===== src/rtl/fft_pkg.sv =====
// Shared constants and the sequencer state type for the 8-point FFT blocks.
package fft_pkg;

  localparam int FFT_N    = 8;
  localparam int SAMPLE_W = 32;
  localparam int CPLX_W   = 64;
  localparam int FRAME_W  = 256;
  localparam int IDX_W    = $clog2(FFT_N);

  typedef enum logic [1:0] {
    LOAD   = 2'd0,
    SETTLE = 2'd1,
    DRAIN  = 2'd2
  } fft_seq_state_t;

endpackage


===== src/rtl/fft_frame_buffer.sv =====
// 8 x 32-bit slot-addressed frame register with a flat 256-bit read.
// Slot 0 lands in the MSBs of frame_o.
module fft_frame_buffer
  import fft_pkg::*;
(
  input  logic                clk,
  input  logic                rst,
  input  logic                wr_en_i,
  input  logic [IDX_W-1:0]    wr_addr_i,
  input  logic [SAMPLE_W-1:0] wr_data_i,
  output logic [FRAME_W-1:0]  frame_o
);

  logic [SAMPLE_W-1:0] slot_q [FFT_N];

  always_ff @(posedge clk or posedge rst) begin
    if (rst) begin
      for (int i = 0; i < FFT_N; i++) slot_q[i] <= '0;
    end else if (wr_en_i) begin
      slot_q[wr_addr_i] <= wr_data_i;
    end
  end

  always_comb begin
    frame_o = '0;
    for (int i = 0; i < FFT_N; i++) begin
      frame_o[FRAME_W-1-SAMPLE_W*i -: SAMPLE_W] = slot_q[i];
    end
  end

endmodule


===== src/rtl/fft_sequencer.sv =====
// Loads 8 real samples into the mainCalc frame, waits SETTLE_CYCLES, captures
// the four complex results and streams them out in index order.
module fft_sequencer
  import fft_pkg::*;
#(
  parameter int SETTLE_CYCLES = 4
) (
  input  logic                clk,
  input  logic                rst,
  input  logic [SAMPLE_W-1:0] in_data,
  input  logic                in_valid,
  output logic                in_ready,
  output logic [FRAME_W-1:0]  fft_frame,
  input  logic [CPLX_W-1:0]   fft_out1,
  input  logic [CPLX_W-1:0]   fft_out2,
  input  logic [CPLX_W-1:0]   fft_out3,
  input  logic [CPLX_W-1:0]   fft_out4,
  output logic [CPLX_W-1:0]   out_data,
  output logic [1:0]          out_index,
  output logic                out_valid,
  input  logic                out_ready,
  output logic                busy
);

  if (SETTLE_CYCLES < 1 || SETTLE_CYCLES > 255) begin : g_bad_settle
    $error("fft_sequencer: SETTLE_CYCLES must be in 1..255");
  end

  localparam logic [7:0] SETTLE_LOAD = 8'(SETTLE_CYCLES - 1);

  // Handshakes: a transfer happens on a rising edge where valid && ready;
  // in_ready/out_valid depend on state_q only, so no input reaches them.
  fft_seq_state_t    state_q;
  logic [IDX_W-1:0]  wr_cnt_q;
  logic [7:0]        settle_cnt_q;
  logic [1:0]        rd_idx_q;
  logic [CPLX_W-1:0] res_q [4];
  logic [CPLX_W-1:0] out_data_q;
  logic              accept;

  assign accept    = in_valid && (state_q == LOAD);
  assign in_ready  = (state_q == LOAD);
  assign out_valid = (state_q == DRAIN);
  assign busy      = (state_q == SETTLE) || (state_q == DRAIN);
  assign out_data  = out_data_q;
  assign out_index = rd_idx_q;

  fft_frame_buffer u_frame (
    .clk       (clk),
    .rst       (rst),
    .wr_en_i   (accept),
    .wr_addr_i (wr_cnt_q),
    .wr_data_i (in_data),
    .frame_o   (fft_frame)
  );

  // out_data_q always mirrors res_q[rd_idx_q] so out_data is a pure register.
  always_ff @(posedge clk or posedge rst) begin
    if (rst) begin
      state_q      <= LOAD;
      wr_cnt_q     <= '0;
      settle_cnt_q <= '0;
      rd_idx_q     <= '0;
      out_data_q   <= '0;
      for (int i = 0; i < 4; i++) res_q[i] <= '0;
    end else begin
      case (state_q)
        LOAD: begin
          if (accept) begin
            wr_cnt_q <= wr_cnt_q + 3'd1;
            if (wr_cnt_q == 3'd7) begin
              state_q      <= SETTLE;
              settle_cnt_q <= SETTLE_LOAD;
            end
          end
        end
        SETTLE: begin
          if (settle_cnt_q == 8'd0) begin
            res_q[0]   <= fft_out1;
            res_q[1]   <= fft_out2;
            res_q[2]   <= fft_out3;
            res_q[3]   <= fft_out4;
            out_data_q <= fft_out1;
            rd_idx_q   <= 2'd0;
            state_q    <= DRAIN;
          end else begin
            settle_cnt_q <= settle_cnt_q - 8'd1;
          end
        end
        DRAIN: begin
          if (out_ready) begin
            rd_idx_q   <= rd_idx_q + 2'd1;
            out_data_q <= res_q[rd_idx_q + 2'd1];
            if (rd_idx_q == 2'd3) state_q <= LOAD;
          end
        end
        default: state_q <= LOAD;
      endcase
    end
  end

endmodule


===== config.mk =====
export PLATFORM = sky130hd
export DESIGN_NAME = fft_sequencer
export DESIGN_NICKNAME = d
export VERILOG_FILES = /design/src/rtl/fft_pkg.sv /design/src/rtl/fft_frame_buffer.sv /design/src/rtl/fft_sequencer.sv
export SDC_FILE = /design/constraint.sdc
export NUM_CORES = 1
export LEC_CHECK = 0
export ABC_AREA = 1
export CORE_ASPECT_RATIO = 0.9
export CORE_MARGIN = 4
export CORE_UTILIZATION = 45
export DETAILED_ROUTE_END_ITERATION = 16
export HOLD_SLACK_MARGIN = 0.06
export PLACE_DENSITY = 0.77
export SYNTH_ARGS = -nofsm -noshare
export SYNTH_HDL_FRONTEND = slang
export SYNTH_SLANG_ARGS = --single-unit

===== constraint.sdc =====
create_clock -name clk -period 21.7 [get_ports clk]
set_clock_uncertainty 0.2 [all_clocks]
set_input_delay 4.34 -clock clk [delete_from_list [all_inputs] [get_ports clk]]
set_output_delay 4.34 -clock clk [all_outputs]
set_load 0.01 [all_outputs]

==> results.md <==
* # DRC at 0
* Clock latency on the worst-skew pair at 0.62 ns
* Max_cap viols at 0
* Floorplan row count at 81
* Fmax at 131 MHz
* Clock buffer count from CTS at 58
* Hold WC Path Type: flop to flop
* Main synth FF type: dfrtp_1
* Yosys reg bits at 591
* Crit path max fanout at 136
* Final Util at 60.8%
* Gr usage total at 28.4%
* Initial Util at 45.5%
* Die width at 255 µm
* Asr flop ratio synth at 100%
* DRT Pass-1 Iters at 6
* Wire per inst at 20.1 µm
* Syn Nets at 3279
* Sequential cell area fraction in the yosys report at 59.8%
* Crit path DAT at 8.01 ns
* Hold_ws at 0.267 ns
* Largest net degree at the start of global routing at 175
* Crit start category: input pin
* ANT nets after route at 0
* Fill count at 4603
* Post-CTS Setup Inserts at 0
* Synth warn at 0
* Relative slew margins at 17.4%
* Total wire length at 85400 µm
* Vias in the first global route at 21335
* Post-synth EDFFs at 0
* Syn Inst Count at 2979
* Layout area overhead at 33.6%
* CP endpoint kind: async pin
* Die area at 58800 µm²
* Unrepaired setup endpoints after global routing: no
* # H-tree levels at 2
* DR iter-0 viols at 2007
* Crit share post-route at 35.2%
* Root Buffer Master: clkbuf_16
* Post-Syn Area at 24700 µm²
* CTS Buffer Depth at 3
* # nets final at 3797
* Most area-consuming cells after synthesis: dfrtp_1 60%, nand2_1 24%, nand3_1 5.3%
* Die Ht at 230 µm
* Setup CP Type: input pin to async pin
* I/O pin count at 617
* Leak Pwr at 16.2 nW
* Pwr/cell area at 152 nW/µm²
* Buffers on Ports at 616
* Hold Buf Count CTS at 0
* CTS tree: yes
* Final Max Slew Viols at 0
* Drt via density at 5.20
* Initial antenna violation count at 9
* Post-route cell area at 33000 µm²
* Sink Count at 591
* DR vias at 22123
* Distinct cells, synth at 21
* Std-Cell Core Area at 54300 µm²
* Cell taking the most area after synthesis: dfrtp_1
* Mapped Avg Cell Area at 8.30 µm²
* Most frequent cells in the layout: 1574 x nand2_1, 616 x clkdlybuf4s50_1, 590 x dfrtp_1
* Post-DP HPWL at 55700 µm
* PostCTS Resize Cnt at 0
* First-pass GRT wire length at 130000 µm
* Post-synth top area share at 59.8%
* WP data required at 22.07 ns
* Tmin final at 7.64 ns
* Peak supply drop at 94.1 µV
* Power Total at 5.01 mW
* # setup viols final at 0
* Layout cell share with drive strength beyond 1 at 3.79%
* Reg clk slew, reported paths at 0.06 ns
* Commonest non-fill, non-tap cell in the layout: nand2_1
* Final Hold Vio Count at 0
* Area after DPL at 31200 µm²
* Sum of negative setup slack at 0 ns
* Outcome: finished, final reports clean
* Worst Max-Slew Pin Slew at 1.24 ns
* RD Place Congestion at 0.892
* Total congestion overflow at 0
[metal layers]
layer,part of all wire (%),global-route usage (%),wire length (µm)
met1,40,37.9,34200
met2,46,44.2,39100
met3,12,10.4,9860
met4,2.5,7.77,2150
met5,0.059,0,50
[power breakdown]
| group | internal, mW | total, mW | switching [mW] |
|---|---|---|---|
| Clock | 0.560 | 0.999 | 0.439 |
| Sequential | 1.63 | 1.94 | 0.304 |
| Combinational | 0.901 | 2.08 | 1.17 |
[synth_stat cells (3+ instances only)]
cell      instances
buf_2            48
nand4_1           5
o21ai_0         256
buf_1            16
o21ai_1          10
buf_6             4
ha_1              8
nand3_1         264
clkbuf_1         87
nor2_1           13
nand2_1        1584
dfrtp_1         591
inv_1            53
xor2_1            3
buf_4            27
[stage by stage]
stage	setup slack, ns	cells
after floorplan	0.620	2979
after CTS	13.88	4244
final	14.06	4251
after detailed placement	13.24	4142
after global routing	13.50	4249
after global placement	13.25	4142
[flip-flops by register name, indices dropped and copies added, names as in the netlist]
signal and count:
out_index 2, wr_cnt_q 3, out_data 64, res_q 256, state_q 2, u_frame.frame_o 256
settle_cnt_q 8
[final timing paths]
path | from | to | slack [ns] | depth (start not counted)
max reg2reg | state_q[1] | res_q[85] | 17.70 | 7
min in group asynchronous | rst | u_frame.frame_o[70] | 4.07 | 2
max | rst | out_data[47] | 14.06 | 5
min reg2reg | out_data[9] | out_data[9] | 0.27 | 2
max in group clk | state_q[0] | out_valid | 15.00 | 3
min | out_data[9] | out_data[9] | 0.27 | 2
[cell families after synthesis]
family                     count (synthesis)  share of synthesized area (%)
AOI/OAI and AO/OA                        268                           5.44
xor gates and xnor gates                   3                          0.106
adders and majority gates                  8                          0.405
buffers and inverters                    237                           4.37
DFF                                      591                           59.8
and+or+nand+nor                         1872                           29.9
[critical path: stages]
cell             delay (ns)
clkdlybuf4s50_1        0.49
inv_8                  0.60
buf_4                  0.73
buf_4                  0.79
buf_4                  0.89
[area by class of cell]
cell class | instances | area [µm²] | area share, %
antenna | 7 | 17.5 | 0.0530
clock inverter | 18 | 178 | 0.538
sequential | 591 | 14800 | 44.8
timing repair buffer | 640 | 6350 | 19.2
inverter | 55 | 224 | 0.678
multi-input combinational | 2151 | 8920 | 27.0
tap | 705 | 882 | 2.67
clock buffer | 84 | 1680 | 5.09
Note: power is estimated with default switching activity, not from simulation.
